`src/rtl/ram_arbiter.sv`:
```
// ram_arbiter: shares a single-port synchronous data RAM between the CPU
// control unit and a second requester (display/DMA fetch).
//
// Each access uses a req/ack handshake and follows IDLE -> ACC -> RSP.
// The request is latched onto ram_* in IDLE or RSP. The RAM performs the
// access at the end of ACC. The ack pulses in RSP.
//
// Optional feature, selected by the macro ARB_ROUND_ROBIN_EN:
//   defined   - ties go to the port not granted last.
//   undefined - fixed CPU priority. DMA wins once after MAX_BURST
//               consecutive CPU grants made while dma_req is pending.
//
// Ports:
//   CLK, RST                 clock; synchronous active-high reset
//   cpu_req/we/addr/wdata    CPU request, held until cpu_ack
//   cpu_ack, cpu_rdata       1-cycle completion pulse; read data
//   cpu_stall                cpu_req & ~cpu_ack
//   dma_req/we/addr/wdata    second-port request, same rules
//   dma_ack, dma_rdata       1-cycle completion pulse; read data
//   ram_addr/din/we          registered RAM controls
//   ram_dout                 RAM read data, valid 1 cycle after address
module ram_arbiter #(
    parameter int ADDR_W    = 16,
    parameter int DATA_W    = 16,
    parameter int MAX_BURST = 4
) (
    input  logic              CLK,
    input  logic              RST,
    input  logic              cpu_req,
    input  logic              cpu_we,
    input  logic [ADDR_W-1:0] cpu_addr,
    input  logic [DATA_W-1:0] cpu_wdata,
    output logic              cpu_ack,
    output logic [DATA_W-1:0] cpu_rdata,
    output logic              cpu_stall,
    input  logic              dma_req,
    input  logic              dma_we,
    input  logic [ADDR_W-1:0] dma_addr,
    input  logic [DATA_W-1:0] dma_wdata,
    output logic              dma_ack,
    output logic [DATA_W-1:0] dma_rdata,
    output logic [ADDR_W-1:0] ram_addr,
    output logic [DATA_W-1:0] ram_din,
    output logic              ram_we,
    input  logic [DATA_W-1:0] ram_dout
);

    typedef enum logic [1:0] {S_IDLE, S_ACC, S_RSP} state_t;

    state_t              state_q, state_d;
    logic [ADDR_W-1:0]   ram_addr_q, ram_addr_d;
    logic [DATA_W-1:0]   ram_din_q, ram_din_d;
    logic                ram_we_q, ram_we_d;
    logic                gnt_dma_q, gnt_dma_d;   // owner of the access in flight
    logic                gnt_we_q, gnt_we_d;     // access in flight is a write
    logic                cpu_ack_q, cpu_ack_d;
    logic                dma_ack_q, dma_ack_d;
    logic [DATA_W-1:0]   cpu_rdata_q, cpu_rdata_d;
    logic [DATA_W-1:0]   dma_rdata_q, dma_rdata_d;
`ifdef ARB_ROUND_ROBIN_EN
    logic                last_dma_q, last_dma_d;
`else
    localparam logic [3:0] MAX_B = MAX_BURST[3:0];
    logic [3:0]          burst_q, burst_d;
`endif

    logic any_req;
    logic pick_dma;

    always_comb begin
        state_d     = state_q;
        ram_addr_d  = ram_addr_q;
        ram_din_d   = ram_din_q;
        ram_we_d    = 1'b0;
        gnt_dma_d   = gnt_dma_q;
        gnt_we_d    = gnt_we_q;
        cpu_ack_d   = 1'b0;
        dma_ack_d   = 1'b0;
        cpu_rdata_d = cpu_rdata_q;
        dma_rdata_d = dma_rdata_q;
`ifdef ARB_ROUND_ROBIN_EN
        last_dma_d  = last_dma_q;
        pick_dma    = dma_req & (~cpu_req | ~last_dma_q);
`else
        burst_d     = burst_q;
        pick_dma    = dma_req & (~cpu_req | (burst_q == MAX_B));
`endif
        any_req = cpu_req | dma_req;

        case (state_q)
            S_ACC: begin
                state_d   = S_RSP;
                cpu_ack_d = ~gnt_dma_q;
                dma_ack_d = gnt_dma_q;
            end
            S_IDLE, S_RSP: begin
                if (state_q == S_RSP && !gnt_we_q) begin
                    if (gnt_dma_q) dma_rdata_d = ram_dout;
                    else           cpu_rdata_d = ram_dout;
                end
                // A request still high during its own ack cycle is treated
                // as the next access. This gives back-to-back service to a
                // requester that keeps req asserted. A requester finishes by
                // dropping req in the ack cycle; ack is registered, so it can
                // safely derive that drop combinationally.
                if (any_req) begin
                    state_d    = S_ACC;
                    gnt_dma_d  = pick_dma;
                    gnt_we_d   = pick_dma ? dma_we : cpu_we;
                    ram_we_d   = pick_dma ? dma_we : cpu_we;
                    ram_addr_d = pick_dma ? dma_addr : cpu_addr;
                    ram_din_d  = pick_dma ? dma_wdata : cpu_wdata;
`ifdef ARB_ROUND_ROBIN_EN
                    last_dma_d = pick_dma;
`else
                    if (pick_dma)
                        burst_d = '0;
                    else if (dma_req && burst_q != MAX_B)
                        burst_d = burst_q + 4'd1;
`endif
                end else begin
                    state_d = S_IDLE;
                end
            end
            default: state_d = S_IDLE;
        endcase

`ifndef ARB_ROUND_ROBIN_EN
        if (!dma_req) burst_d = '0;
`endif
    end

    always_ff @(posedge CLK) begin
        if (RST) begin
            state_q     <= S_IDLE;
            ram_addr_q  <= '0;
            ram_din_q   <= '0;
            ram_we_q    <= 1'b0;
            gnt_dma_q   <= 1'b0;
            gnt_we_q    <= 1'b0;
            cpu_ack_q   <= 1'b0;
            dma_ack_q   <= 1'b0;
            cpu_rdata_q <= '0;
            dma_rdata_q <= '0;
`ifdef ARB_ROUND_ROBIN_EN
            last_dma_q  <= 1'b1;
`else
            burst_q     <= '0;
`endif
        end else begin
            state_q     <= state_d;
            ram_addr_q  <= ram_addr_d;
            ram_din_q   <= ram_din_d;
            ram_we_q    <= ram_we_d;
            gnt_dma_q   <= gnt_dma_d;
            gnt_we_q    <= gnt_we_d;
            cpu_ack_q   <= cpu_ack_d;
            dma_ack_q   <= dma_ack_d;
            cpu_rdata_q <= cpu_rdata_d;
            dma_rdata_q <= dma_rdata_d;
`ifdef ARB_ROUND_ROBIN_EN
            last_dma_q  <= last_dma_d;
`else
            burst_q     <= burst_d;
`endif
        end
    end

    // Reset during RSP suppresses the ack that is already registered.
    assign cpu_ack   = cpu_ack_q & ~RST;
    assign dma_ack   = dma_ack_q & ~RST;
    assign cpu_stall = cpu_req & ~cpu_ack;

    // Read data from the synchronous RAM only arrives in the ack cycle.
    // It is forwarded then, and the captured copy holds it afterwards.
    assign cpu_rdata = (cpu_ack & ~gnt_we_q) ? ram_dout : cpu_rdata_q;
    assign dma_rdata = (dma_ack & ~gnt_we_q) ? ram_dout : dma_rdata_q;

    assign ram_addr = ram_addr_q;
    assign ram_din  = ram_din_q;
    assign ram_we   = ram_we_q;

endmodule

```
`config.mk`:
```
export PLATFORM = sky130hd
export DESIGN_NAME = ram_arbiter
export DESIGN_NICKNAME = d
export VERILOG_FILES = /design/src/rtl/ram_arbiter.sv
export SDC_FILE = /design/constraint.sdc
export NUM_CORES = 1
export LEC_CHECK = 0
export BUFFER_PORTS_ARGS = -buffer_cell sky130_fd_sc_hd__buf_2
export CELL_PAD_IN_SITES_DETAIL_PLACEMENT = 1
export CELL_PAD_IN_SITES_GLOBAL_PLACEMENT = 2
export CORE_ASPECT_RATIO = 1.75
export CORE_MARGIN = 1.5
export CORE_UTILIZATION = 29
export DETAILED_ROUTE_END_ITERATION = 10
export PLACE_DENSITY_LB_ADDON = 0.1
export SYNTH_ARGS = -nofsm -noshare
export SYNTH_HDL_FRONTEND = slang
export SYNTH_SLANG_ARGS = --single-unit
```
`constraint.sdc`:
```
create_clock -name CLK -period 3.84 [get_ports CLK]
set_clock_uncertainty 0.1 [all_clocks]
set_input_delay 0.768 -clock CLK [delete_from_list [all_inputs] [get_ports CLK]]
set_output_delay 0.768 -clock CLK [all_outputs]
set_load 0.005 [all_outputs]
```
# [Yosys cells after proc, flatten, opt, wreduce, memory -nomap -nowiden]
# Cells that the tools add are included.
[totals] register_bits=75 latchBits=0 mem_bits_rw=0 romBits=0 input_bits=86 out_inout_bits=68 wordCells=55 n_memories=0
[classes] add_sub_neg=1 n_mul=0 n_div=0 order_cmp=0 n_eq_ne=4 shift=0 n_mux=9 bitwise_logic=17 reduce_logical=13
[op_table] operator="$mux W16" n=4
[op_table] operator="$not A1 Y1" n=9
[op_table] operator="$reduce_and A3 Y1" n=3
[op_table] operator="$mux W4" n=2
[op_table] operator="$and A1 B1 Y1" n=6
[op_table] operator="$reduce_or A2 Y1" n=3
[op_table] operator="$add A4 B1 Y4 const B" n=1
[op_table] operator="$eq A4 B3 Y1 const B" n=1
[op_table] operator="$ne A4 B3 Y1 const B" n=1
[op_table] operator="$pmux W2 S2" n=1
[op_table] operator="$reduce_or A3 Y1" n=1
[op_table] operator="$eq A2 B1 Y1 const B" n=1
[op_table] operator="$eq A2 B2 Y1 const B" n=1
[op_table] operator="$logic_and A1 B1 Y1" n=2
[op_table] operator="$logic_not A2 Y1" n=1
[op_table] operator="$mux W1" n=2
[op_table] operator="$or A1 B1 Y1" n=2
[op_table] operator="$reduce_and A2 Y1" n=1
[op_table] operator="$reduce_bool A2 Y1" n=1
[op_table] operator="$logic_not A1 Y1" n=1

# [Logic depth before layout (Yosys ltp)]
# Gate-level depths: netlist of the first run.
[logic_depth] word_depth=5 mapped_depth=7

# [Least setup slack after synthesis of the first run]
# No wires, ideal clock.
[synth_timing] kind="input port to output port" startpoint="input RST" endpoint="output dma_rdata[10]" arrival_ns=1.819 t_required_ns=2.972 slack_ns=1.153 stages=6 path_buffers=3 path_cell_list="buf_4 -> nor2b_2 -> nor2b_1 -> buf_2 -> buf_6 -> mux2_2"
[synth_via] elab_chain_len=4
[synth_rtl] element="start: declaration" line_no="28" rtl="input logic RST,"
[synth_rtl] element="$not A1 Y1" line_no="171" rtl="assign dma_ack = dma_ack_q & ~RST;"
[synth_rtl] element="$and A1 B1 Y1" line_no="171"
[synth_rtl] element="net dma_ack" line_no="40" rtl="output logic dma_ack,"
[synth_rtl] element="$and A1 B1 Y1" line_no="177" rtl="assign dma_rdata = (dma_ack & ~gnt_we_q) ? ram_dout : dma_rdata_q;"
[synth_rtl] element="$mux W16" line_no="177"
[synth_rtl] element="end: declaration" line_no="41" rtl="output logic [DATA_W-1:0] dma_rdata,"
# The timed path passes the listed nets, and every way through them passes these cells.

# [Worst setup path in the final report of the first run]
[layout_timing] startpoint="input RST" endpoint="output cpu_rdata[13]"
[layout_via] elab_chain_len=4
[layout_rtl] element="$not A1 Y1" line_no="170" rtl="assign cpu_ack = cpu_ack_q & ~RST;"
[layout_rtl] element="$and A1 B1 Y1" line_no="170"
[layout_rtl] element="$and A1 B1 Y1" line_no="176" rtl="assign cpu_rdata = (cpu_ack & ~gnt_we_q) ? ram_dout : cpu_rdata_q;"
[layout_rtl] element="$mux W16" line_no="176"
[layout_rtl] element="end: declaration" line_no="34" rtl="output logic [DATA_W-1:0] cpu_rdata,"
# Every way passes these cells.

==> results of run 1 <==
state kept, by name (all words and copies together), names as in the netlist, 2 cells and up:
register     flops
cpu_rdata_q     16
ram_din         16
ram_addr        16
dma_rdata_q     16
state_q          2
burst_q          4
cell type report:
class                           instances  area [µm²]  share of cell area
Multi-Input combinational cell        301        1870               0.397
Timing Repair Buffer                  159         813               0.172
Tap cell                              165         206              0.0437
Inverter                                3        11.3             0.00239
Clock inverter                          5        77.6              0.0164
Clock buffer                           10         239              0.0506
Sequential cell                        75        1500               0.318
power by group:
part / internal [W] / switching, W
clock: 0.000581 / 0.000330
combinational: 0.000129 / 0.000164
sequential: 0.000822 / 0.0000263
total: 0.00153 / 0.000520
through the flow:
step	hold WS, ns	power (W)	cells	util
after floorplan	0.334	0.00104	410	-
after global placement	0.342	0.00116	703	0.367
after detailed placement	0.349	0.00117	703	0.367
after CTS	0.358	0.00209	718	0.393
after global routing	0.374	0.00216	718	0.393
final	0.354	0.00205	718	0.393
critical path, cell delays in order:
cell	delay [ns]
buf_4	0.21
nor2b_2	0.17
nor2b_2	0.15
buf_4	0.26
mux2_2	0.37
buf_2	0.13
per-layer routing:
layer,GRT usage,wire (µm),vias up
met5,0,0,-
li1,-,-,1670
met4,0.0565,165,0
met1,0.196,4530,1649
met2,0.323,5920,107
met3,0.0375,646,12
synthesized netlist by cell type (2+ instances only):
master	n	area, µm²
nor3_1	3	15.0
nand3_1	3	15.0
a211oi_1	3	22.5
buf_2	14	70.1
nor2b_2	2	17.5
inv_1	3	11.3
nand2_1	98	368
mux2_2	32	360
dfxtp_1	75	1500
buf_4	2	15.0
a21oi_1	65	325
buf_6	8	90.1
nor2_1	41	154
clkbuf_1	6	22.5
mux2i_1	2	20.0
nor2b_1	3	18.8
ha_1	2	25.0
a211oi_2	30	375
cell families (layout without fill, tap and decap cells):
family                   after synthesis  in the layout  synth area share
AND/OR/NAND/NOR                      161            161             0.191
AO/OA/AOI/OAI                        104            104             0.217
flip-flops                            75             75             0.419
multiplexers                          34             34             0.106
buffers and inverters                 34            177            0.0597
adder cells (fa/ha/maj)                2              2           0.00698
worst max-delay path by stage:
stage                          endpoint  slack (ns)
final                     cpu_rdata[13]        0.91
after global routing      cpu_rdata[13]        0.82
after CTS                 cpu_rdata[13]        0.89
after detailed placement  cpu_rdata[13]        0.89
after global placement    cpu_rdata[13]        0.91
after floorplan           dma_rdata[10]        1.15
==> summary.md, run 1 <==
| Metric | Value |
|---|---|
| Hold depth | `2` |
| Initial antenna violation count | `0` |
| Most common cell after layout, fill and taps aside | `buf_2` |
| Final Max Tran Viols | `0` |
| Design area | `between 4000 and 5000 µm²` |
| Die area | `about 13000 µm²` |
| Initial DRC count | `83` |
| Ports | `roughly 150` |
| Fmax achieved | `about 340 MHz` |
| Endpoint, Worst Hold | `dma_rdata_q[12]` |
| Syn. warnings | `0` |
| Via Count | `approximately 3400` |
| I/O Buffers | `~150` |
| Reg-to-Reg End | `ram_addr[11]` |
| Status | `finished, final reports clean` |
| Crit. End Element | `output port` |
| Post-CTS Hold Fix Bufs | `0` |
| Worst skew pair latency | `0.33 ns` |
| Final ANT Viol Nets | `0` |
| Worst-path clk slew | `~0.060 ns` |
| Num Clock Sinks | `75` |
| Filler Cells Inserted | `~1400` |
| Post-Syn Area per Cell | `just under 9 µm²` |
| Syn Inst Count | `slightly above 400` |
| Die Wd | `87.0 µm` |
| Top FF cell, synth | `dfxtp_1` |
| Setup TNS | `0 ns` |
| Syn_nets | `between 400 and 500` |
| Final count of hold timing violations | `0` |
| Num rows | `53` |
| Critical Path Start Type | `input pin` |
| Critical path arrival | `2.07 ns` |
| Worst Hold Class | `register to register` |
| Post-synth EDFFs | `0` |
| Vias in the first global route | `~3600` |
| Post-CTS Setup Bufs | `0` |
| Number of nets in the layout | `around 640` |
| Async SR Flop Fraction | `0` |
| DP HPWL | `~8000 µm` |
| Share of cells above drive strength 1 | `0.443` |
| Yosys reg bits | `between 70 and 80` |
| Setup violations, final | `0` |
| WL/cell | `roughly 16 µm` |
| Pin count of the biggest net entering global routing | `between 40 and 50` |
| Setup crit start | `RST` |
| Total routed wirelength | `between 10000 and 15000 µm` |
| Pwr Density | `about 430 nW/µm²` |
| Global route overflow | `0` |
| CTS buffer count | `9` |
| Synth-to-layout area growth | `31.8%` |
| CP Class | `input pin to output port` |
| TritonCTS clock tree | `yes` |
| Root buf cell | `clkbuf_16` |
| Core area | `between 10000 and 15000 µm²` |
| Placed cell areas | `4400 µm²` |
| Gp weighted congestion | `~0.76` |
| Post-place setup slack | `0.892 ns` |
| Sequential-to-total area share from yosys stat | `0.419` |
| Most frequent cells in the layout | `buf_2 (152), nand2_1 (98), dfxtp_1 (75), a21oi_1 (65), nor2_1 (41)` |
| Via density per instance | `4.79` |
| Diodes inserted | `0` |
| R2R setup slack | `1.71 ns` |
| Period utilization | `0.764` |
| Total GRT Usage | `0.176` |
| Router iterations before antenna repair | `4` |
| Initial Util | `0.298` |
| Required time of the critical path | `2.97 ns` |
| Synth Cell Area | `around 3600 µm²` |
| Leakage power | `approximately 2.1 nW` |
| Maxcap violations | `0` |
| Startpoint of the worst hold path | `dma_rdata_q[12]` |
| Length in cells of the worst reg-to-reg path | `7` |
| Yosys cell types | `36` |
| FF-to-FF Start | `burst_q[0]` |
| Post_cts resized | `0` |
| Crit-path max FO | `28` |
| Slew HR | `0.361` |
| H-tree depth | `3` |
| First-pass GRT wire length | `between 15000 and 20000 µm` |
| Min Tclk post-route | `2.93 ns` |
| Max IR drop VDD | `216 µV` |
| Unrepaired setup endpoints after global routing | `no` |
| Residual DRC | `0` |
| Die Ht | `about 150 µm` |
| Clock Tree Buf Depth | `2` |
| Least-Margin Pin Slew | `roughly 0.95 ns` |
| Final setup margin | `just over 0.9 ns` |
(Power assumes the default switching activity.)
==> run 2, diff against run 1 <==
- CORE_UTILIZATION: 29 -> 26
- clock period: 3.84 -> 2.82 ns (I/O delays scaled with it)
==> run 2 against run 1 <==
  * Total power rose by 41%
  * Die area is 11% higher
  * Routed wire length is 4.0% higher
  * Clock power grew 47%
  * Cell area up 1.8%
  * Setup slack got worse by 0.46 ns
  * Flip-flop and latch count did not move
  * Sequential power up 37%
==> summary.md, run 2 (synthesis results as in run 1) <==
| Metric | Value |
|---|---|
| Initial DRC count | `111 (+34%)` |
| CP Buf/Inv Count | `3 (unchanged)` |
| Crit-path cells | `buf_4 > nor2b_2 > nor2b_2 > buf_4 > mux2_2 > buf_2` |
| WL/cell | `15.9 µm (+1.6%)` |
| CP top delay family | `buffers and inverters` |
| Slowest CP cell | `mux2_2` |
| Die Ht | `158 µm (+5.5%)` |
| Status | `finished, final reports clean` |
| Post_cts resized | `0 (unchanged)` |
| Final Max Tran Viols | `0 (unchanged)` |
| Via density per instance | `4.73 (-1.3%)` |
| Router iterations before antenna repair | `4 (unchanged)` |
| Num Clock Sinks | `75 (unchanged)` |
| Hold depth | `2 (unchanged)` |
| Max IR drop VDD | `288 µV (+33%)` |
| Unrepaired setup endpoints after global routing | `no` |
| Post-CTS Setup Bufs | `0 (unchanged)` |
| Pin count of the biggest net entering global routing | `71 (+54%)` |
| Share of cells above drive strength 1 | `0.448 (+0.00518)` |
| Length in cells of the worst reg-to-reg path | `7 (unchanged)` |
| CP Class | `input pin to output port` |
| Setup TNS | `0 ns (unchanged)` |
| Initial antenna violation count | `1 (+1)` |
| Crit-path max FO | `16 (-43%)` |
| DP HPWL | `8540 µm (+5.2%)` |
| Most common cell after layout, fill and taps aside | `buf_2` |
| Critical Path Start Type | `input pin` |
| Ports | `154 (unchanged)` |
| FF-to-FF Start | `burst_q[0]` |
| Setup violations, final | `0 (unchanged)` |
| Synth-to-layout area growth | `34.2%` |
| Die Wd | `91.7 µm (+5.4%)` |
| Final count of hold timing violations | `0 (unchanged)` |
| Delay of the slowest critical-path stage | `0.37 ns (about the same)` |
| Worst-path clk slew | `0.06 ns (about the same)` |
| Global route overflow | `0 (unchanged)` |
| R2R setup slack | `0.85 ns (-0.86 ns)` |
| Total GRT Usage | `0.163 (-0.0129)` |
| Post-CTS Hold Fix Bufs | `0 (unchanged)` |
| Final ANT Viol Nets | `0 (unchanged)` |
| Area of the multi-input gates | `1870 µm² (unchanged)` |
| Register area | `1500 µm² (unchanged)` |
| Worst skew pair latency | `0.33 ns (about the same)` |
| Worst Hold Class | `register to register` |
| Crit. End Element | `output port` |
| Pwr Density | `604 nW/µm² (+39%)` |
| Least-Margin Pin Slew | `0.977 ns (+0.0228 ns)` |
| Period utilization | `0.841` |
| CTS buffer count | `9 (unchanged)` |
| Endpoint, Worst Hold | `dma_rdata_q[11]` |
| Via Count | `3475 (+1.1%)` |
| Core area | `13500 µm² (+12%)` |
| Fmax achieved | `about 420 MHz` |
| Maxcap violations | `0 (unchanged)` |
| TritonCTS clock tree | `yes` |
| I/O Buffers | `153 (unchanged)` |
| First-pass GRT wire length | `18300 µm (+2.8%)` |
| Reg-to-Reg End | `gnt_dma_q` |
| Leakage power | `2.18 nW (+2.1%)` |
| Number of nets in the layout | `643 (+0.94%)` |
| Clock Tree Buf Depth | `2 (unchanged)` |
| Vias in the first global route | `3576 (-0.17%)` |
| Initial Util | `0.266 (-0.0322)` |
| Total routed wirelength | `11700 µm (+4.0%)` |
| Num rows | `56 (+5.7%)` |
| H-tree depth | `3 (unchanged)` |
| Filler Cells Inserted | `1685 (+17%)` |
| Tot Pwr | `0.00290 W (+41%)` |
| Most frequent cells in the layout | `buf_2 (152), nand2_1 (98), dfxtp_1 (75), a21oi_1 (65), nor2_1 (41)` |
| Min Tclk post-route | `about 2.4 ns` |
| Root buf cell | `clkbuf_16` |
| Slew HR | `0.349 (-0.0125)` |
| Gp weighted congestion | `0.746 (-1.6%)` |
| Required time of the critical path | `2.16 ns (-0.81 ns)` |
| Startpoint of the worst hold path | `dma_rdata_q[11]` |
| Critical path arrival | `1.71 ns (-0.36 ns)` |
| Residual DRC | `0 (unchanged)` |
| Die area | `14500 µm² (+11%)` |
==> run 2: cell count changes in the layout (fill, tap and decap cells not counted), sizes merged <==
cell | previous run | this run
buf | 159 | 165
bufinv | 2 | 3
clkbuf | 10 | 11
clkinvlp | 1 | 0
diode | 0 | 1
==> run 2: final cells by class <==
class | count | share of cell area
inverter | 3 | 0.00234
clock inverter | 5 | 0.0208
antenna | 1 | 0.000521
sequential | 75 | 0.312
clock buffer | 11 | 0.0505
tap | 174 | 0.0453
multi-input combinational | 301 | 0.389
timing repair buffer | 165 | 0.179
==> run 2: stage by stage <==
step	area, µm²	setup slack (ns)	std cells	hold WS (ns)	utilization
floorplan	3580	0.541	410	0.334	-
global placement	4460	0.452	718	0.339	0.332
detailed placement	4460	0.427	718	0.349	0.332
CTS	4800	0.420	734	0.357	0.357
global route	4810	0.359	735	0.370	0.357
finish	4810	0.448	735	0.354	0.357
==> run 2: power by group <==
group          internal (W)  leakage (nW)  total [W]  switching [W]
Combinational      0.000183          1.40   0.000409       0.000227
Sequential          0.00112         0.614    0.00116      0.0000361
Clock              0.000886         0.170    0.00134       0.000449
==> run 2: worst max path at each step <==
stage	startpoint	slack, ns	cells past startpoint	endpoint
after CTS	RST	0.42	6	cpu_rdata[14]
after detailed placement	RST	0.43	6	cpu_rdata[14]
final	RST	0.45	6	dma_rdata[15]
after global placement	RST	0.45	6	cpu_rdata[14]
after floorplan	RST	0.54	6	dma_rdata[10]
after global routing	dma_ack_q	0.36	5	dma_rdata[8]
==> run 2: worst min-delay path, cell delays in order (launching register included) <==
cell and delay, ns:
dfxtp_1 0.31, nand2_1 0.05, a21oi_1 0.05
==> run 2: per-layer routing <==
layer	GRT usage	vias to the layer above	wire length [µm]
li1	-	1688	-
met1	0.170	1664	4570
met2	0.311	105	6290
met3	0.0387	18	573
met4	0.0623	0	276
met5	0	-	0
